$ cat src/rtl/cpu_ctrl_pkg.sv
// Shared definitions for the pipelined control unit.
// Holds the opcode and function-code encodings, the branch comparator
// encodings, the control FSM state type and the packed ID/EX control
// bundle. It has no ports. Imported by ctrl_decode and pipe_control_unit.
package cpu_ctrl_pkg;

   // ID-stage opcodes
   localparam logic [3:0] OP_HALT  = 4'b0000;
   localparam logic [3:0] OP_ANDI  = 4'b0001;
   localparam logic [3:0] OP_ORI   = 4'b0010;
   localparam logic [3:0] OP_BGT   = 4'b0100;
   localparam logic [3:0] OP_BLT   = 4'b0101;
   localparam logic [3:0] OP_BEQ   = 4'b0110;
   localparam logic [3:0] OP_JMP   = 4'b0111;
   localparam logic [3:0] OP_LBU   = 4'b1010;
   localparam logic [3:0] OP_SB    = 4'b1011;
   localparam logic [3:0] OP_LW    = 4'b1100;
   localparam logic [3:0] OP_SW    = 4'b1101;
   localparam logic [3:0] OP_ATYPE = 4'b1111;

   // A-type function codes, grouped by the register-write pattern they need
   localparam logic [3:0] FUNC_WR_BOTH_0 = 4'b1000;
   localparam logic [3:0] FUNC_WR_BOTH_1 = 4'b0100;
   localparam logic [3:0] FUNC_WR_LOW_0  = 4'b0001;
   localparam logic [3:0] FUNC_WR_LOW_1  = 4'b0010;

   // Branch comparator results from the ID stage
   localparam logic [1:0] BR_NONE = 2'b00;
   localparam logic [1:0] BR_EQ   = 2'b01;
   localparam logic [1:0] BR_GT   = 2'b10;
   localparam logic [1:0] BR_LT   = 2'b11;

   // Control FSM states; encodings are visible on the debug state port
   typedef enum logic [1:0] {
      ST_RUN   = 2'b00,
      ST_DRAIN = 2'b01,
      ST_HALT  = 2'b10,
      ST_ERROR = 2'b11
   } state_t;

   // ID/EX control bundle
   typedef struct packed {
      logic [1:0] alu_op;
      logic       alu_src_a;
      logic       alu_src_b;
      logic [1:0] reg_write;
      logic       mux_c;
      logic       byte_en;
      logic       mem_write;
      logic       r0_select;
   } ctrl_bundle_t;

   localparam ctrl_bundle_t NOP_BUNDLE = '0;

endpackage

$ cat src/rtl/ctrl_decode.sv
// Purely combinational opcode decoder.
// Ports:
//   opcode, function_code  ID-stage instruction fields
//   branch_result          ID comparator result (eq/gt/lt/none)
//   bundle                 decoded ID/EX control bundle
//   branch_taken           conditional branch whose condition holds
//   jump                   unconditional jump opcode
//   halt_op                halt opcode
module ctrl_decode
   import cpu_ctrl_pkg::*;
(
   input  logic [3:0]   opcode,
   input  logic [3:0]   function_code,
   input  logic [1:0]   branch_result,
   output ctrl_bundle_t bundle,
   output logic         branch_taken,
   output logic         jump,
   output logic         halt_op
);

   // Opcode to control bundle. Anything not recognised falls through to
   // the NOP bundle; r0_select simply mirrors a taken conditional branch.
   always_comb begin
      bundle       = NOP_BUNDLE;
      branch_taken = 1'b0;
      jump         = 1'b0;
      halt_op      = 1'b0;
      case (opcode)
         OP_ATYPE: begin
            bundle.alu_op = 2'b01;
            bundle.mux_c  = 1'b1;
            case (function_code)
               FUNC_WR_BOTH_0, FUNC_WR_BOTH_1: bundle.reg_write = 2'b11;
               FUNC_WR_LOW_0,  FUNC_WR_LOW_1:  bundle.reg_write = 2'b01;
               default:                        bundle.reg_write = 2'b00;
            endcase
         end
         OP_ANDI, OP_ORI: begin
            bundle.alu_op    = (opcode == OP_ORI) ? 2'b10 : 2'b00;
            bundle.alu_src_b = 1'b1;
            bundle.mux_c     = 1'b1;
            bundle.reg_write = 2'b10;
         end
         OP_LBU, OP_SB, OP_LW, OP_SW: begin
            bundle.alu_op    = 2'b11;
            bundle.alu_src_a = 1'b1;
            bundle.byte_en   = (opcode == OP_LBU) || (opcode == OP_SB);
            bundle.mem_write = (opcode == OP_SB) || (opcode == OP_SW);
            bundle.reg_write = bundle.mem_write ? 2'b00 : 2'b10;
         end
         OP_BLT:  branch_taken = (branch_result == BR_LT);
         OP_BGT:  branch_taken = (branch_result == BR_GT);
         OP_BEQ:  branch_taken = (branch_result == BR_EQ);
         OP_JMP:  jump         = 1'b1;
         OP_HALT: halt_op      = 1'b1;
         default: ;
      endcase
      bundle.r0_select = branch_taken;
   end

endmodule

$ cat src/rtl/pipe_control_unit.sv
// Registered, hazard-aware pipeline control unit.
// Decodes the ID-stage instruction into a registered ID/EX bundle, drives
// PC redirect, flush and stall combinationally, and sequences halt and
// overflow through a RUN/DRAIN/HALT/ERROR state machine.
// Ports:
//   clk, reset (async, active low)
//   opcode, function_code, branch_result   ID-stage instruction/comparator
//   rs_a, rs_b, ex_rd, ex_is_load          load-use hazard inputs
//   overflow_flag, resume                  EX overflow and operator clear
//   alu_op .. r0_select                    registered ID/EX bundle
//   pc_op, b_jmp, stall, *_flush, halt     combinational pipeline control
//   overflow_error_warning                 registered sticky error flag
//   state                                  FSM state for debug
// Build option: define LOAD_USE_STALL_EN to enable load-use stalls;
// without it the hazard inputs are ignored.
module pipe_control_unit
   import cpu_ctrl_pkg::*;
#(
   parameter int REG_AW       = 4,
   parameter int DRAIN_CYCLES = 3
) (
   input  logic              clk,
   input  logic              reset,
   input  logic [3:0]        opcode,
   input  logic [3:0]        function_code,
   input  logic [REG_AW-1:0] rs_a,
   input  logic [REG_AW-1:0] rs_b,
   input  logic [REG_AW-1:0] ex_rd,
   input  logic              ex_is_load,
   input  logic [1:0]        branch_result,
   input  logic              overflow_flag,
   input  logic              resume,
   output logic [1:0]        alu_op,
   output logic              alu_src_a,
   output logic              alu_src_b,
   output logic [1:0]        reg_write,
   output logic              mux_c,
   output logic              byte_en,
   output logic              mem_write,
   output logic              r0_select,
   output logic              pc_op,
   output logic              b_jmp,
   output logic              stall,
   output logic              if_flush,
   output logic              id_flush,
   output logic              ex_flush,
   output logic              halt,
   output logic              overflow_error_warning,
   output logic [1:0]        state
);

   // Counter just wide enough to hold DRAIN_CYCLES-1
   localparam int CNT_W = (DRAIN_CYCLES > 1) ? $clog2(DRAIN_CYCLES) : 1;

   ctrl_bundle_t dec_bundle;
   logic         dec_taken;
   logic         dec_jump;
   logic         dec_halt;
   logic         hazard;

   state_t       state_q, state_d;
   logic [CNT_W-1:0] drain_cnt_q, drain_cnt_d;
   ctrl_bundle_t bundle_q, bundle_d;
   logic         warn_q, warn_d;

   ctrl_decode u_decode (
      .opcode        (opcode),
      .function_code (function_code),
      .branch_result (branch_result),
      .bundle        (dec_bundle),
      .branch_taken  (dec_taken),
      .jump          (dec_jump),
      .halt_op       (dec_halt)
   );

`ifdef LOAD_USE_STALL_EN
   // A load in EX whose destination is read by the ID instruction must
   // stall one cycle; jmp and halt read no registers so they never wait.
   assign hazard = ex_is_load && (ex_rd != '0) &&
                   ((ex_rd == rs_a) || (ex_rd == rs_b)) &&
                   !dec_jump && !dec_halt;
`else
   // Software schedules around loads, so the hazard inputs are only
   // collected here to keep them visibly intentional.
   logic unused_hazard_inputs;
   assign unused_hazard_inputs = ^{rs_a, rs_b, ex_rd, ex_is_load};
   assign hazard = 1'b0;
`endif

   // Next-state and Mealy output logic. In RUN the causes are taken in
   // priority order: overflow, halt opcode, load-use hazard, redirect.
   // Every non-RUN state registers a NOP bundle.
   always_comb begin
      state_d     = state_q;
      drain_cnt_d = drain_cnt_q;
      bundle_d    = NOP_BUNDLE;
      warn_d      = warn_q;
      pc_op       = 1'b0;
      b_jmp       = 1'b0;
      stall       = 1'b0;
      if_flush    = 1'b0;
      id_flush    = 1'b0;
      ex_flush    = 1'b0;
      halt        = 1'b0;
      case (state_q)
         ST_RUN: begin
            if (overflow_flag) begin
               if_flush = 1'b1;
               id_flush = 1'b1;
               ex_flush = 1'b1;
               halt     = 1'b1;
               warn_d   = 1'b1;
               state_d  = ST_ERROR;
            end else if (dec_halt) begin
               if_flush    = 1'b1;
               stall       = 1'b1;
               drain_cnt_d = CNT_W'(DRAIN_CYCLES - 1);
               state_d     = ST_DRAIN;
            end else if (hazard) begin
               stall = 1'b1;
            end else begin
               bundle_d = dec_bundle;
               if (dec_taken) begin
                  pc_op    = 1'b1;
                  b_jmp    = 1'b1;
                  if_flush = 1'b1;
               end else if (dec_jump) begin
                  pc_op    = 1'b1;
                  if_flush = 1'b1;
                  id_flush = 1'b1;
               end
            end
         end
         ST_DRAIN: begin
            stall    = 1'b1;
            if_flush = 1'b1;
            if (overflow_flag) begin
               warn_d  = 1'b1;
               state_d = ST_ERROR;
            end else if (drain_cnt_q == '0) begin
               state_d = ST_HALT;
            end else begin
               drain_cnt_d = drain_cnt_q - 1'b1;
            end
         end
         ST_HALT: begin
            halt  = 1'b1;
            stall = 1'b1;
         end
         ST_ERROR: begin
            halt     = 1'b1;
            stall    = 1'b1;
            if_flush = 1'b1;
            id_flush = 1'b1;
            ex_flush = 1'b1;
            if (resume) begin
               warn_d  = 1'b0;
               state_d = ST_RUN;
            end
         end
         default: state_d = ST_RUN;
      endcase
   end

   // State, drain counter, sticky warning and the ID/EX register
   always_ff @(posedge clk or negedge reset) begin
      if (!reset) begin
         state_q     <= ST_RUN;
         drain_cnt_q <= '0;
         bundle_q    <= NOP_BUNDLE;
         warn_q      <= 1'b0;
      end else begin
         state_q     <= state_d;
         drain_cnt_q <= drain_cnt_d;
         bundle_q    <= bundle_d;
         warn_q      <= warn_d;
      end
   end

   assign alu_op                 = bundle_q.alu_op;
   assign alu_src_a              = bundle_q.alu_src_a;
   assign alu_src_b              = bundle_q.alu_src_b;
   assign reg_write              = bundle_q.reg_write;
   assign mux_c                  = bundle_q.mux_c;
   assign byte_en                = bundle_q.byte_en;
   assign mem_write              = bundle_q.mem_write;
   assign r0_select              = bundle_q.r0_select;
   assign overflow_error_warning = warn_q;
   assign state                  = state_q;

endmodule

$ cat config.mk
export PLATFORM = sky130hd
export DESIGN_NAME = pipe_control_unit
export DESIGN_NICKNAME = d
export VERILOG_FILES = /design/src/rtl/cpu_ctrl_pkg.sv /design/src/rtl/ctrl_decode.sv /design/src/rtl/pipe_control_unit.sv
export SDC_FILE = /design/constraint.sdc
export NUM_CORES = 1
export LEC_CHECK = 0
export ABC_AREA = 0
export CAP_MARGIN = 10
export CORE_MARGIN = 8
export CORE_UTILIZATION = 41
export DETAILED_ROUTE_END_ITERATION = 8
export PLACE_DENSITY = 0.79
export SLEW_MARGIN = 15
export SYNTH_ARGS = -nofsm -noshare
export SYNTH_HDL_FRONTEND = slang
export SYNTH_SLANG_ARGS = --single-unit
export TNS_END_PERCENT = 10
$ cat constraint.sdc
create_clock -name clk -period 2.25 [get_ports clk]
set_input_delay 0.5625 -clock clk [delete_from_list [all_inputs] [get_ports clk]]
set_output_delay 0.5625 -clock clk [all_outputs]
set_load 0.1 [all_outputs]
==> impl_metrics.py <==
metrics = {
    "grt": {
        "grt_pass1_vias": 1171,
        "antenna_found_initial": 0,
        "use_met2_pct": 29.92,
        "grt-ovfl-total": 0,
        "grt_max_degree": 16,
        "track_usage_pct": 16.58,
        "grt_pass1_wl_um": 5671,
        "gr-usage-met1_pct": 18.43,
        "grt_busiest_layer": "met2",
        "met3_usage_pct": 3.188,
    },
    "drt": {
        "vias": 1084,
        "wl_per_cell_um": 16.82,
        "drt_iter0_drc": 33,
        "first_pass_iters": 4,
        "routed_via_density": 5.503,
        "wirelength_um": 3314,
        "drc": 0,
        "ant_nets": 0,
    },
    "final_layout": {
        "final_nets": 201,
        "area_growth_syn_to_layout_pct": 69.70,
        "drive_gt1_share_pct": 46.11,
        "final_cell_mix": "35 x buf_4, 13 x dfrtp_1, 8 x inv_1",
        "final_common_cell": "buf_4",
        "n_antenna_cell": 0,
        "post-route-cell-area_sq_mm": 0.001773,
    },
    "power": {
        "leakage_nw": 0.7935,
        "max-vdd-ir-drop_mv": 1.455,
        "power.density_mw_per_mm2": 1523,
    },
    "sta": {
        "hold_ws_ps": 534.9,
        "skew_ps": 1.285,
        "rsz0062_at_grt": "true",
        "period_needed_ps": 2249,
        "post-route-period-util_pct": 99.97,
        "slew_headroom_pct": 54.49,
        "worstMarginPinSlew_ps": 680.6,
        "slew_viol_final": 0,
        "hold_viol": 0,
        "max_freq_mhz": 444.6,
        "finalSetupViolations": 0,
    },
    "clock_tree": {
        "cts_tree": "built",
        "insertion_delay_ps": 290,
        "clk_path_buf_depth": 2,
        "cts-buffers-inserted": 3,
        "htree_levels": 1,
        "ctsHoldBuffers": 0,
        "path_clk_slew_ps": 100,
        "root_buffer": "clkbuf_4",
        "cts_sinks": 15,
    },
    "critical_path": {
        "critPathMaxFanout": 6,
        "cp-end-kind": "output port",
        "timing.rr.start": "state[0]",
        "required_ps": 1690,
        "crit_arrival_ps": 1690,
        "crit_path_start": "opcode[0]",
        "rrSetupSlack_ps": 380,
        "crit_type": "input port to output port",
        "start_kind": "input port",
    },
    "job": {
        "drv_cap": 0,
    },
    "floorplan": {
        "die-width_um": 66.48,
        "initial_core_util_pct": 42.56,
        "ios": 47,
        "placementRows": 18,
        "core_sq_mm": 0.002455,
        "die_area_sq_mm": 0.004420,
        "die_h_um": 66.48,
    },
    "synthesis": {
        "synth-seq-area-share_pct": 35.93,
        "ys_seq_elements": 15,
        "synth_flop_cell": "dfrtp_1",
        "synth_top_area_cell": "dfrtp_1",
        "synthTopCellsByArea": "dfrtp_1 36%, ha_1 7.2%, a21oi_1 3.8%",
        "synth_cell_type_count": 38,
        "syn_inst": 117,
        "syn_area_per_cell_sq_um": 8.930,
        "synth-warning-count": 0,
        "yosysTopAreaCellShare_pct": 35.93,
        "async_reset_ff_share_pct": 100.0,
        "syn_area_sq_mm": 0.001045,
        "synth_edf_count": 0,
        "syn-num-nets": 150,
    },
    "place": {
        "numPortBuffers": 33,
        "place.gp.congestion": 0.8003,
        "place_area_sq_mm": 0.001665,
        "dp_hpwl_um": 2529,
    },
    "worst_hold_path": {
        "hold_path_class": "flop to flop",
        "worstHoldStart": "overflow_error_warning",
    },
    "status": {
        "outcome": "finished clean",
    },
}
final cells by class:
class / count / area (sq um)
fill: 171 / 681.9
clock inverter: 1 / 7.507
timing repair buffer: 55 / 511.7
inverter: 10 / 42.54
sequential: 15 / 382.9
tap: 30 / 37.54
clock buffer: 3 / 22.52
multi-input combinational: 83 / 768.2
worst paths after layout:
kind	to	depth (start not counted)
min in group asynchronous	reg_write[0]	1
hold reg to reg	overflow_error_warning	2
max in group asynchronous	state[0]	1
hold / removal	overflow_error_warning	2
setup / recovery	stall	4
setup reg to reg	state[1]	5
registers in the layout, summed over array words and instances (netlist names):
name and count:
alu_src_a 1, state 2, reg_write 2, overflow_error_warning 1, r0_select 1, mux_c 1, alu_src_b 1, mem_write 1
byte_en 1, alu_op 2, drain_cnt_q 2
per-stage QoR:
step | setup slack (ps) | power [mW] | TNS, ps | utilization (%) | instances
detailed placement | -486.0 | 2.411 | -3239 | 67.84 | 188
floorplan | -185.2 | 1.813 | -905.3 | - | 117
finish | 0.7212 | 2.700 | 0 | 72.22 | 197
global placement | -437.8 | 2.352 | -2721 | 67.84 | 188
CTS | -18.15 | 2.659 | -19.45 | 72.17 | 197
global route | -63.63 | 2.821 | -211.2 | 72.22 | 197
worst max-delay path, stage by stage:
cell and delay (ps):
buf_2 170, or4_4 580, o21ai_4 180, buf_12 190
where the power goes:
part	switching, mW	internal, mW
registers	0.0621	0.337
clock network	0.0950	0.0676
logic	1.34	0.793
total	1.50	1.20
metal layers:
metal,part of all wire (%),up-vias
li1,-,517
met2,55,32
met5,0,-
met4,1.4,0
met3,4.3,6
met1,39,529
cells in the mapped netlist (all sizes together) (4+ instances only):
master   n
a21oi    8
dfrtp   15
nand2    5
clkbuf   8
inv     10
ha       6
mux2i    4
o21ai    6
nor2b    5
nor2     6
cell families after synthesis:
group | share of synthesized area (%)
compound gates | 20.48
xor+xnor | 2.515
fa+ha+maj | 7.185
buf+inv | 6.946
flops | 35.93
mux | 3.832
simple gates | 23.11
timing repair:
| item | 4_1_cts | 5_1_grt |
|---|---|---|
| resized for setup | 31 | 5 |
| hold endpoints to repair | 0 | 0 |
| endpoints found under the setup margin | 8 | 7 |
| buffers inserted | 5 | 0 |
| cloned | 0 | 0 |
| pin swaps | 7 | 4 |
No activity file was read; power rests on OpenSTA's default activity.
